## src/rtl/gpio_frame_buffer.sv

```systemverilog
`default_nettype none
// ============================================================================
// Module   : gpio_frame_buffer
// Purpose  : Snoops processor dmem writes into a small register window,
//            assembles four 32-bit words into a 128-bit frame, queues
//            committed frames in a 2-deep FIFO and hands them to a GPIO
//            protocol block through a data_ready / write_done handshake.
// Ports    : clock        - system clock, all state on rising edge
//            reset        - synchronous active-high reset
//            address_dmem - snooped dmem word address (12 bits)
//            data         - snooped dmem write data (32 bits)
//            wren         - dmem write enable
//            write_done   - completion indication from the protocol block
//            data_ready   - frame valid toward the protocol block
//            message_out  - frame presented, word0 in [127:96]
//            status       - {29'b0, overflow, frames_pending[1:0]}
//            overflow     - sticky flag, a commit was dropped
// Window   : BASE_ADDR+0..3 staging words, +4 commit, +5 clear overflow
// Revision : 1.0 - initial release
// ============================================================================
module gpio_frame_buffer #(
    parameter logic [11:0] BASE_ADDR = 12'hFF0
) (
    input  logic         clock,
    input  logic         reset,
    input  logic [11:0]  address_dmem,
    input  logic [31:0]  data,
    input  logic         wren,
    input  logic         write_done,
    output logic         data_ready,
    output logic [127:0] message_out,
    output logic [31:0]  status,
    output logic         overflow
);

    localparam logic [1:0] c_IDLE    = 2'd0;
    localparam logic [1:0] c_SEND    = 2'd1;
    localparam logic [1:0] c_RELEASE = 2'd2;

    logic [1:0]   r_state;
    logic         r_data_ready;
    logic [127:0] r_message;
    logic         r_overflow;
    logic [1:0]   r_count;
    logic         r_wr_ptr;
    logic         r_rd_ptr;
    logic [31:0]  r_stage [4];
    logic [127:0] r_fifo  [2];

    logic [11:0]  w_offset;
    logic         w_hit;
    logic         w_commit;
    logic         w_clear;
    logic         w_pop;
    logic         w_full;
    logic         w_push;
    logic         w_drop;
    logic [127:0] w_frame;

    // Modulo-4096 subtraction: addresses below BASE_ADDR wrap to large
    // offsets and therefore fall outside the window.
    assign w_offset = address_dmem - BASE_ADDR;
    assign w_hit    = wren && (w_offset < 12'd6);
    assign w_commit = w_hit && (w_offset == 12'd4);
    assign w_clear  = w_hit && (w_offset == 12'd5);

    // The head leaves the FIFO on the edge where SEND samples write_done.
    assign w_pop    = (r_state == c_SEND) && write_done;
    assign w_full   = (r_count == 2'd2);
    // A simultaneous pop frees the slot the write pointer already addresses.
    assign w_push   = w_commit && (!w_full || w_pop);
    assign w_drop   = w_commit && w_full && !w_pop;
    assign w_frame  = {r_stage[0], r_stage[1], r_stage[2], r_stage[3]};

    // Staging registers, FIFO storage, pointers and occupancy
    always_ff @(posedge clock) begin
        if (reset) begin
            for (int k = 0; k < 4; k++) begin
                r_stage[k] <= 32'd0;
            end
            r_fifo[0]  <= 128'd0;
            r_fifo[1]  <= 128'd0;
            r_wr_ptr   <= 1'b0;
            r_rd_ptr   <= 1'b0;
            r_count    <= 2'd0;
            r_overflow <= 1'b0;
        end else begin
            for (int k = 0; k < 4; k++) begin
                if (w_hit && (w_offset == 12'(k))) begin
                    r_stage[k] <= data;
                end
            end
            if (w_push) begin
                r_fifo[r_wr_ptr] <= w_frame;
                r_wr_ptr         <= ~r_wr_ptr;
            end
            if (w_pop) begin
                r_rd_ptr <= ~r_rd_ptr;
            end
            r_count <= r_count + {1'b0, w_push} - {1'b0, w_pop};
            if (w_drop) begin
                r_overflow <= 1'b1;
            end else if (w_clear) begin
                r_overflow <= 1'b0;
            end
        end
    end

    // Handshake FSM; message_out is captured on entry to SEND so it stays
    // stable for the whole offer and keeps the last frame once drained.
    always_ff @(posedge clock) begin
        if (reset) begin
            r_state      <= c_IDLE;
            r_data_ready <= 1'b0;
            r_message    <= 128'd0;
        end else begin
            case (r_state)
                c_IDLE: begin
                    if ((r_count != 2'd0) && !write_done) begin
                        r_message    <= r_fifo[r_rd_ptr];
                        r_data_ready <= 1'b1;
                        r_state      <= c_SEND;
                    end
                end
                c_SEND: begin
                    if (write_done) begin
                        r_data_ready <= 1'b0;
                        r_state      <= c_RELEASE;
                    end
                end
                c_RELEASE: begin
                    if (!write_done) begin
                        r_state <= c_IDLE;
                    end
                end
                default: begin
                    r_data_ready <= 1'b0;
                    r_state      <= c_IDLE;
                end
            endcase
        end
    end

    assign data_ready  = r_data_ready;
    assign message_out = r_message;
    assign overflow    = r_overflow;
    assign status      = {29'd0, r_overflow, r_count};

endmodule
`default_nettype wire

```

## config.mk

```make
export PLATFORM = sky130hd
export DESIGN_NAME = gpio_frame_buffer
export DESIGN_NICKNAME = d
export VERILOG_FILES = /design/src/rtl/gpio_frame_buffer.sv
export SDC_FILE = /design/constraint.sdc
export NUM_CORES = 1
export LEC_CHECK = 0
export CELL_PAD_IN_SITES_DETAIL_PLACEMENT = 2
export CELL_PAD_IN_SITES_GLOBAL_PLACEMENT = 2
export CORE_UTILIZATION = 39
export DETAILED_ROUTE_END_ITERATION = 10
export GPL_TIMING_DRIVEN = 0
export PLACE_DENSITY_LB_ADDON = 0.1
export SETUP_SLACK_MARGIN = 0.2
export SYNTH_ARGS = -nofsm -noshare
export SYNTH_HDL_FRONTEND = slang
export SYNTH_SLANG_ARGS = --single-unit
```

## constraint.sdc

```tcl
create_clock -name clock -period 5.2 [get_ports clock]
set_clock_uncertainty 0.1 [all_clocks]
set_input_delay 0.52 -clock clock [delete_from_list [all_inputs] [get_ports clock]]
set_output_delay 0.52 -clock clock [all_outputs]
set_load 0.02 [all_outputs]
```

# --- Yosys cells after proc, flatten, opt, wreduce, memory -nomap -nowiden ---
# Memories as Yosys holds them, arrays and structs flattened. A register that Yosys moved wholly into a read port is not among the register bits.
# Index checks and enable logic that the tools add are counted.
totals:
  ff_bits: 8
  mem_bits_rw: 384
  input_bits: 48
  output_inout_bits: 162
  elab_cells: 87
  memories: 2
op_classes:
  addsub: 3
  n_lt_le_gt_ge: 1
  n_eq_ne: 11
  n_mux: 33
  n_bitwise: 7
  reduce_logical: 24
mem_list:
  columns: ["memory", "depth", "width", "read_ports", "rd_ports_with_merged_regs", "write_ports", "line", "rtl"]
  rows:
  - ["r_fifo", 2, 128, 1, 1, 2, "48", "logic [127:0] r_fifo [2];"]
  - ["r_stage", 4, 32, 4, 0, 4, "47", "logic [31:0] r_stage [4];"]
op_table:
  columns: ["operator", "n"]
  rows:
  - ["$mux 128", 1]
  - ["$mux 32", 4]
  - ["$reduce_or 128->1", 1]
  - ["$eq 12x2->1 const B", 2]
  - ["$eq 12x3->1 const B", 2]
  - ["$mux 1", 23]
  - ["$eq 12x1->1 const B", 1]
  - ["$logic_and 1x1->1", 12]
  - ["$logic_not 12->1", 1]
  - ["$lt 12x3->1 const B", 1]
  - ["$sub 12x12->12 const B", 1]
  - ["$mux 2", 3]
  - ["$ne 2x2->1 const B", 3]
  - ["$pmux 2 s3", 1]
  - ["$reduce_and 3->1", 2]
  - ["$eq 2x2->1 const B", 2]
  - ["$or 1x1->1", 4]
  - ["$reduce_bool 2->1", 2]
  - ["$logic_not 1->1", 3]
  - ["$not 1->1", 3]
  - ["$pmux 1 s3", 1]
  - ["$add 2x1->2", 1]
  - ["$eq 2x1->1 const B", 1]
  - ["$logic_not 2->1", 1]
  - ["3 further kinds", 3]

# --- Longest topological paths before layout ---
# Gate-level depths: netlist of run 1.
logic_depth:
  depth_word: 10
  depth_mapped: 10
  mapped_depth_nobuf: 9

# --- Least setup slack after synthesis of run 1 ---
# No wires, ideal clock.
synth_timing:
  path_kind: "input -> register"
  from: "in address_dmem[3]"
  to: "mem r_fifo[0][0], enable pin"
  setup_time_ns: 0.491
  t_arrival_ns: 4.200
  t_required_ns: 4.609
  setup_slack_ns: 0.409
  stages: 7
  n_path_buf: 3
  path_cell_list: "and4b_1 -> and4_1 -> buf_2 -> nand3b_2 -> buf_6 -> buf_6 -> nand2_1"
synth_lines:
  columns: ["item", "line", "rtl"]
  rows:
  - ["start, declared", "26", "input logic [11:0] address_dmem,"]
  - ["end, declared", "48", null]

==> results of run 1 <==
==> final timing paths <==
path	slack (ns)	end	from	cells after the start
max	1.62	r_fifo[0][43]	reset	6
min	0.40	message_out[87]	message_out[87]	2
max reg2reg	2.32	r_fifo[0][43]	r_state[1]	7
min reg2reg	0.40	message_out[87]	message_out[87]	2
==> metrics by stage <==
| step | area (sq um) | TNS [ns] | hold slack [ns] | total power, W | utilization [%] |
|---|---|---|---|---|---|
| 5_1_grt | 25200 | 0 | 0.418 | 0.00900 | 48.9 |
| 3_5_place_dp | 23500 | 0 | 0.397 | 0.00504 | 45.5 |
| 2_1_floorplan | 20600 | 0 | 0.426 | 0.00484 | - |
| 6_report | 25200 | 0 | 0.400 | 0.00875 | 48.9 |
| 4_1_cts | 25200 | 0 | 0.406 | 0.00882 | 48.9 |
| 3_3_place_gp | 23200 | -788.60 | 0.390 | 0.00502 | 45.0 |
==> layer usage <==
| metal | routed length, um | vias up | GRT usage (%) |
|---|---|---|---|
| met1 | 25400 | 6784 | 29.5 |
| met5 | 11 | - | 0 |
| met2 | 32500 | 310 | 42.5 |
| met4 | 2000 | 2 | 8.71 |
| met3 | 2930 | 104 | 3.52 |
| li1 | - | 6116 | - |
==> synth_stat cells (2+ instances only) <==
| master | n |
|---|---|
| nor2b_1 | 3 |
| xor2_1 | 3 |
| mux2i_1 | 128 |
| nand3b_2 | 2 |
| buf_2 | 38 |
| buf_4 | 32 |
| edfxtp_1 | 384 |
| inv_1 | 2 |
| o21ai_0 | 3 |
| a211oi_1 | 129 |
| nand2_1 | 131 |
| nor3_2 | 2 |
| nor2_1 | 388 |
| and2_1 | 129 |
| o31ai_1 | 2 |
| clkbuf_1 | 47 |
| dfxtp_1 | 136 |
| ha_1 | 2 |
| buf_6 | 22 |
| and4_1 | 2 |
| a21oi_1 | 2 |
| buf_1 | 4 |
| nor4_2 | 2 |
==> state kept, by name, indices dropped and copies added (netlist names) <==
signal and flops:
r_state 2, message_out 128, r_count 2, r_wr_ptr 1, r_fifo 256, data_ready 1
overflow 1, r_stage 128, r_rd_ptr 1
==> where the power goes <==
part	internal (W)	total (W)	switching [W]
combinational	0.0000982	0.000350	0.000252
clock	0.00219	0.00381	0.00162
sequential	0.00456	0.00460	0.0000381
==> worst reg2reg max path, cell delays in order (launching register included) <==
cell	delay [ns]
dfxtp_1	0.37
nand3b_2	0.31
a21oi_2	0.29
nand3b_2	0.21
buf_6	0.23
buf_6	0.17
nand2_4	0.45
buf_16	0.34
==> cells by family (layout without fill, tap and decap cells) <==
group	count (synthesis)	count (layout)	synth area share, %
buffers and inverters	146	438	4.31
flip-flops	520	520	69.7
AO/OA/AOI/OAI	139	139	5.05
adder cells (fa/ha/maj)	2	2	0.122
multiplexers	128	128	6.26
XOR/XNOR	4	4	0.171
other	1	31	0.0183
AND/OR/NAND/NOR	668	668	14.4
==> area by class of cell <==
class / instances / share of cell area (%)
plain buffers: 143 / 3.45
diodes: 2 / 0.0198
clock buffers: 88 / 6.47
flip-flops and latches: 520 / 56.5
multi-input cells: 970 / 21.7
well taps: 680 / 3.37
repair buffers: 189 / 8.04
clock inverters: 15 / 0.372
inverters: 3 / 0.0446
==> results_dict.tcl, run 1 <==
set metrics [dict create \
    drc 0 \
    syn_to_final_growth_pct 23.4 \
    worstPathMaxFanout 52 \
    dp_hpwl_um 44100 \
    avgSynthCellArea_sq_um 12.7 \
    ios 210 \
    synth_area_leaders "edfxtp_1, dfxtp_1, nor2_1" \
    h-tree-depth 2 \
    ctsLongestPathBuffers 3 \
    start_util_pct 39.6 \
    end_kind "register" \
    ys_types 38 \
    instances_no_fill 2610 \
    dp_slack_ns 1.02 \
    grt_remaining_overflow 0 \
    cp_top_family "buffers and inverters" \
    num-nets-final 1932 \
    regArea_sq_mm 0.0143 \
    rsz0062_at_grt "no" \
    gp_congestion 0.777 \
    cp.arrival_ns 3.78 \
    tightest_slew_ns 1.14 \
    nFillCells 5068 \
    dp.cells 2505 \
    antenna_found_initial 21 \
    maxCapViolCount 0 \
    hold_class "register to register" \
    viasPerCell 5.10 \
    dr.first_iter.drc_count 812 \
    critPathLaunchType "primary input" \
    synthDominantCellAreaShare_pct 56.4 \
    cts_buffers 55 \
    ys.flop_type "edfxtp_1" \
    fmax_ghz 0.279 \
    grtUsageTotal_pct 24.0 \
    crit_path_max_incr_delay_ns 0.81 \
    firstDrtPassIters 5 \
    layout_commonest_cell "nor2_1" \
    crit_buf_inv 5 \
    drive_gt1_share_pct 10.0 \
    synth-edff-count 384 \
    irDropWorstVdd_mv 0.206 \
    wl_per_cell_um 24.1 \
    cts-root-buf "clkbuf_16" \
    leakage_nw 8.53 \
    post_cts_resized 0 \
    io_buffers 180 \
    clkLatencyLatePin_ns 0.61 \
    first_global_vias 14700 \
    drt-total-wl_um 62900 \
    async_reset_ff_share_pct 0 \
    setup_viol 0 \
    hold_viol 0 \
    worst_slack_ns 1.62 \
    die_area_sq_mm 0.0534 \
    worst_path_max_delay_cell "clkbuf_1" \
    slew_violations 0 \
    status "completed" \
    ys_ff_latch 520 \
    power_density_mw_per_mm2 347 \
    layout.cells.most_common_list "nor2_1, edfxtp_1, clkdlybuf4s50_1" \
    crit_required_ns 5.40 \
    grt_pass1_wl_um 93100 \
    syn_area_sq_mm 0.0205 \
    cp_cell_sequence "clkdlybuf4s50_1, inv_2, clkbuf_1, clkbuf_1, nand2_4, buf_16" \
    grt_max_degree 53 \
    synth.yosys.seq_area_share_pct 69.7 \
    rows 83 \
    die_h_um 231 \
    yosysWarnings 0 \
    slew_headroom_pct 23.7 \
    die_x_um 231 \
    drtAntennaViolNets 0 \
    vias 13300 \
    cts_setup_buffers 0 \
    clk_pin_slew_ns 0.06 \
    crit_type "primary input to register" \
    cts_tree "built" \
    min_period_ns 3.58 \
    syn-instance-count 1608 \
    cp_common_cell "clkbuf_1" \
    synth_top_area_cell "edfxtp_1" \
    core_area_sq_mm 0.0516 \
    multi_input_area_sq_mm 0.00549 \
    numClockSinks 520 \
    postCtsHoldBufs 0 \
    period_share_pct 68.9 \
]
Power figures use the tool's default switching activity.
==> run 2, diff against run 1 <==
Clock period 5.2 ns to 3.3 ns, I/O delays scaled along.
==> results_dict.tcl, run 2 (synthesized netlist as in run 1, its figures left out) <==
set metrics [dict create \
    power_density_mw_per_mm2 550 \
    grtUsageTotal_pct 24.3 \
    antenna_found_initial 10 \
    r2r_end "r_fifo[1][86]" \
    min_period_ns 3.06 \
    dp.cells 2502 \
    worst_path_max_delay_cell "clkdlybuf4s50_1" \
    combPwrFrac_pct 3.9 \
    switching_power_w 0.00302 \
    layout.cells.most_common_list "nor2_1, edfxtp_1, clkdlybuf4s50_1" \
    cts_buffers 55 \
    numClockSinks 520 \
    top_register "r_fifo" \
    core_area_sq_mm 0.0516 \
    cts-root-buf "clkbuf_16" \
    io_buffers 180 \
    cts_tree "built" \
    largest_reg_flops 256 \
    irDropWorstVdd_mv 0.429 \
    rsz0062_at_grt "no" \
    cp.arrival_ns 3.21 \
    ctsLongestPathBuffers 3 \
    grt_pass1_wl_um 94000 \
    r2r.worst_path.cells 7 \
    vias 13400 \
    drc 0 \
    drt-total-wl_um 63900 \
    dr.first_iter.drc_count 713 \
    ios 210 \
    num-nets-final 1930 \
    fmax_ghz 0.327 \
    hp-start "message_out[81]" \
    drive_gt1_share_pct 9.97 \
    crit_path_max_incr_delay_ns 0.55 \
    end_kind "register" \
    syn_to_final_growth_pct 23.3 \
    hold-path-endpoint "message_out[81]" \
    grt_remaining_overflow 0 \
    cts_setup_buffers 0 \
    status "completed" \
    slew_headroom_pct 33.3 \
    leakage_nw 8.51 \
    cp_cell_sequence "clkdlybuf4s50_1, inv_2, clkbuf_1, buf_2, nand2_8, buf_16" \
    setup_tns_ns 0 \
    n_antenna_cell 0 \
    viasPerCell 5.15 \
    maxCapViolCount 0 \
    start_util_pct 39.6 \
    regToRegSetupSlack_ns 0.39 \
    firstDrtPassIters 5 \
    setup_viol 0 \
    drtAntennaViolNets 0 \
    critPathLaunchType "primary input" \
    instances_no_fill 2606 \
    postCtsHoldBufs 0 \
    period_share_pct 92.6 \
    die_x_um 231 \
    slew_violations 0 \
    tightest_slew_ns 1.00 \
    dp_hpwl_um 44300 \
    crit_required_ns 3.45 \
    hold_viol 0 \
    hold_class "register to register" \
    wl_per_cell_um 24.5 \
    crit_type "primary input to register" \
    die_h_um 231 \
    h-tree-depth 2 \
    gp_congestion 0.763 \
    first_global_vias 14500 \
    clk_pin_slew_ns 0.06 \
    seqPwrFrac_pct 52.2 \
    hold-path-cell-count 2 \
    power_frac_clock_pct 43.8 \
    switching_share_pct 21.8 \
    layout_commonest_cell "nor2_1" \
    die_area_sq_mm 0.0534 \
    grt_max_degree 83 \
    placed_area_sq_mm 0.0234 \
    rows 83 \
    clkLatencyLatePin_ns 0.60 \
    finalInstanceArea_sq_mm 0.0252 \
    p_int_w 0.0109 \
    worstPathMaxFanout 81 \
    crit-reg2reg-launch "r_state[1]" \
]
-- run 2: cell count changes in the layout (fill, tap and decap cells not counted), sizes merged --
cell	before	now
bufinv	1	2
clkbuf	135	134
buf	105	103
inv	4	3
diode	2	0
clkinvlp	0	1
-- run 2: timing repair --
item,CTS,global route
setup endpoints to repair,312,127
endpoints found under the hold margin,0,0
gates cloned,0,1
resized for setup,1,1
-- run 2: power by group through the flow --
stage	Combinational [W]	Clock [W]	Sequential, W
after floorplan	0.000253	0	0.00736
after global placement	0.000501	0	0.00738
after detailed placement	0.000541	0	0.00738
after CTS	0.000545	0.00619	0.00725
after global routing	0.000577	0.00642	0.00726
final	0.000544	0.00608	0.00725
-- run 2: stage by stage --
step	total power, W	util, %	hold slack (ns)	setup WS, ns
global route	0.0143	48.9	0.419	0.209
floorplan	0.00762	-	0.309	0.462
CTS	0.0140	48.8	0.363	0.246
global placement	0.00788	45.0	0.393	-1.44
finish	0.0139	48.9	0.402	0.243
detailed placement	0.00793	45.4	0.397	-0.911
-- run 2: critical path, delay by kind of cell --
family                 cells  cell delay [ns]
AND/OR/NAND/NOR            1             0.37
buffers and inverters      5             2.36
-- run 2: worst max path at each step --
stage                startpoint        endpoint  slack, ns
2_1_floorplan   address_dmem[3]   r_stage[3][0]       0.46
3_3_place_gp   address_dmem[11]  r_stage[3][26]      -1.44
3_5_place_dp              reset   r_fifo[0][82]      -0.91
4_1_cts                   reset   r_fifo[0][65]       0.25
5_1_grt                   reset   r_fifo[1][65]       0.21
6_report                  reset   r_fifo[1][86]       0.24
-- run 2: per-layer routing --
metal,vias to the layer above,share of wire [%],GRT usage [%]
li1,6108,-,-
met1,6890,41,30.3
met2,316,51,42.5
met3,99,4.9,4.13
met4,0,2.9,8.44
met5,-,0,0
-- run 2: cell type report --
cell class                      count  area, sq um
Buffer                            143          871
Multi-Input combinational cell    970         5510
Tap cell                          680          851
Clock buffer                       87         1630
Sequential cell                   520        14300
Fill cell                        5037        26400
Clock inverter                     16          124
Timing Repair Buffer              187         1970
Inverter                            3         11.3
==> run 3, diff against run 2 <==
Settings changed: CORE_MARGIN set to 10, CORE_UTILIZATION 39 to 42.
Clock period 3.3 ns to 3.6 ns, I/O delays scaled along.
==> results_dict.tcl, run 3 (synthesized netlist as in run 1, its figures left out) <==
set metrics [dict create \
    period_share_pct 90.1 \
    dp_hpwl_um 46400 \
    whs_ns 0.402 \
    rsz0062_at_grt "no" \
    crit_type "primary input to register" \
    layout.cells.most_common_list "nor2_1, edfxtp_1, clkdlybuf4s50_1" \
    antenna_found_initial 14 \
    ios 210 \
    cts_setup_buffers 0 \
    switching_share_pct 21.9 \
    firstDrtPassIters 4 \
    leakage_nw 8.57 \
    cts_tree "built" \
    rows 80 \
    cts-root-buf "clkbuf_16" \
    cp_cell_sequence "clkdlybuf4s50_1, inv_2, clkbuf_1, clkbuf_2, nand2_8, buf_16" \
    die_area_sq_mm 0.0579 \
    viasPerCell 5.38 \
    core_area_sq_mm 0.0479 \
    io_buffers 180 \
    h-tree-depth 2 \
    numClockSinks 520 \
    maxCapViolCount 0 \
    grt_remaining_overflow 0 \
    cp.arrival_ns 3.40 \
    placed_area_sq_mm 0.0234 \
    die_h_um 241 \
    worst_slack_ns 0.355 \
    gp_congestion 0.788 \
    layout_commonest_cell "nor2_1" \
    ctsLongestPathBuffers 3 \
    dr.first_iter.drc_count 919 \
    crit_buf_inv 5 \
    wl_per_cell_um 27.3 \
    largest_reg_flops 256 \
    drt-total-wl_um 69500 \
    num-nets-final 1929 \
    drc 0 \
    grt_pass1_wl_um 101000 \
    slew_violations 0 \
    postCtsHoldBufs 0 \
    power_frac_clock_pct 45.4 \
    nFillCells 4562 \
    worstPathMaxFanout 65 \
    slew_headroom_pct 30.4 \
    drive_gt1_share_pct 10.5 \
    status "completed" \
    cts_buffers 55 \
    p_int_w 0.0102 \
    final_core_util_pct 52.6 \
    combPwrFrac_pct 3.9 \
    hold_class "register to register" \
    fmax_ghz 0.308 \
    min_period_ns 3.24 \
    vias 13700 \
    crit_required_ns 3.75 \
    top_register "r_fifo" \
    hold_viol 0 \
    switching_power_w 0.00287 \
    worst_path_max_delay_cell "clkbuf_2" \
    grt_max_degree 66 \
    end_kind "register" \
    drtAntennaViolNets 0 \
    dp_slack_ns -0.685 \
    finalInstanceArea_sq_mm 0.0252 \
    tightest_slew_ns 1.04 \
    irDropWorstVdd_mv 0.336 \
    setup_viol 0 \
    first_global_vias 15300 \
    start_util_pct 42.7 \
    grtUsageTotal_pct 23.9 \
    p_total_w 0.0131 \
    power_density_mw_per_mm2 519 \
    cp_top_family "buffers and inverters" \
    seqPwrFrac_pct 50.8 \
    clk_pin_slew_ns 0.06 \
    critPathLaunchType "primary input" \
    syn_to_final_growth_pct 23.4 \
    die_x_um 241 \
    clkLatencyLatePin_ns 0.60 \
    crit_path_max_incr_delay_ns 0.59 \
]
## run 3: cell count changes in the layout (fill, tap and decap cells not counted)
cell,before,now
clkbuf_16,58,59
clkinvlp_4,1,3
clkbuf_8,9,5
diode_2,0,3
buf_2,39,38
buf_8,1,2
bufinv_16,2,6
clkinv_2,6,13
clkbuf_1,67,56
clkbuf_2,0,1
buf_12,1,0
## run 3: power by group through the flow
stage / Combinational, W / Sequential [W] / Clock, W
2_1_floorplan: 0.000232 / 0.00675 / 0
3_3_place_gp: 0.000454 / 0.00677 / 0
3_5_place_dp: 0.000495 / 0.00677 / 0
4_1_cts: 0.000504 / 0.00665 / 0.00600
5_1_grt: 0.000537 / 0.00666 / 0.00623
6_report: 0.000505 / 0.00665 / 0.00594
## run 3: worst min-delay path: cells and delay by family, from the launching register on
| family | cells | cell delay (ns) |
|---|---|---|
| DFF | 1 | 0.31 |
| and+or+nand+nor | 1 | 0.10 |
| AOI/OAI and AO/OA | 1 | 0.05 |
## run 3: path summary, 6_finish.rpt
check / slack [ns] / cells past startpoint / start / endpoint
worst min register to register: 0.40 / 2 / message_out[59] / message_out[59]
worst max-delay path: 0.36 / 6 / reset / r_fifo[1][89]
worst min-delay path: 0.40 / 2 / message_out[59] / message_out[59]
worst max register to register: 0.64 / 7 / r_state[1] / r_fifo[0][67]
## run 3: through the flow
step                std cells  setup TNS, ns
finish                   2543              0
global route             2541              0
CTS                      2540              0
detailed placement       2437        -146.89
global placement         2431        -582.67
floorplan                1636              0
## run 3: repair_timing
item	in CTS	in global routing
endpoints found under the setup margin	256	0
resized for setup	1	0
hold endpoints to repair	0	0
## run 3: layer usage
| metal | GRT usage (%) | vias to the layer above | wire (um) | part of all wire (%) |
|---|---|---|---|---|
| met5 | 0 | - | 0 | 0 |
| met4 | 8.22 | 0 | 2050 | 3.0 |
| met3 | 3.92 | 106 | 3540 | 5.1 |
| met2 | 43.3 | 359 | 36600 | 53 |
| met1 | 28.1 | 7100 | 27300 | 39 |
| li1 | - | 6121 | - | - |
## run 3: final cells by class
cell class	instances	area [sq um]	area share [%]
plain buffers	143	871	3.45
inverters	3	11.3	0.0446
flip-flops and latches	520	14300	56.5
diodes	3	7.51	0.0297
clock inverters	29	294	1.17
well taps	615	769	3.05
repair buffers	186	1940	7.69
multi-input cells	970	5510	21.8
clock buffers	74	1580	6.27
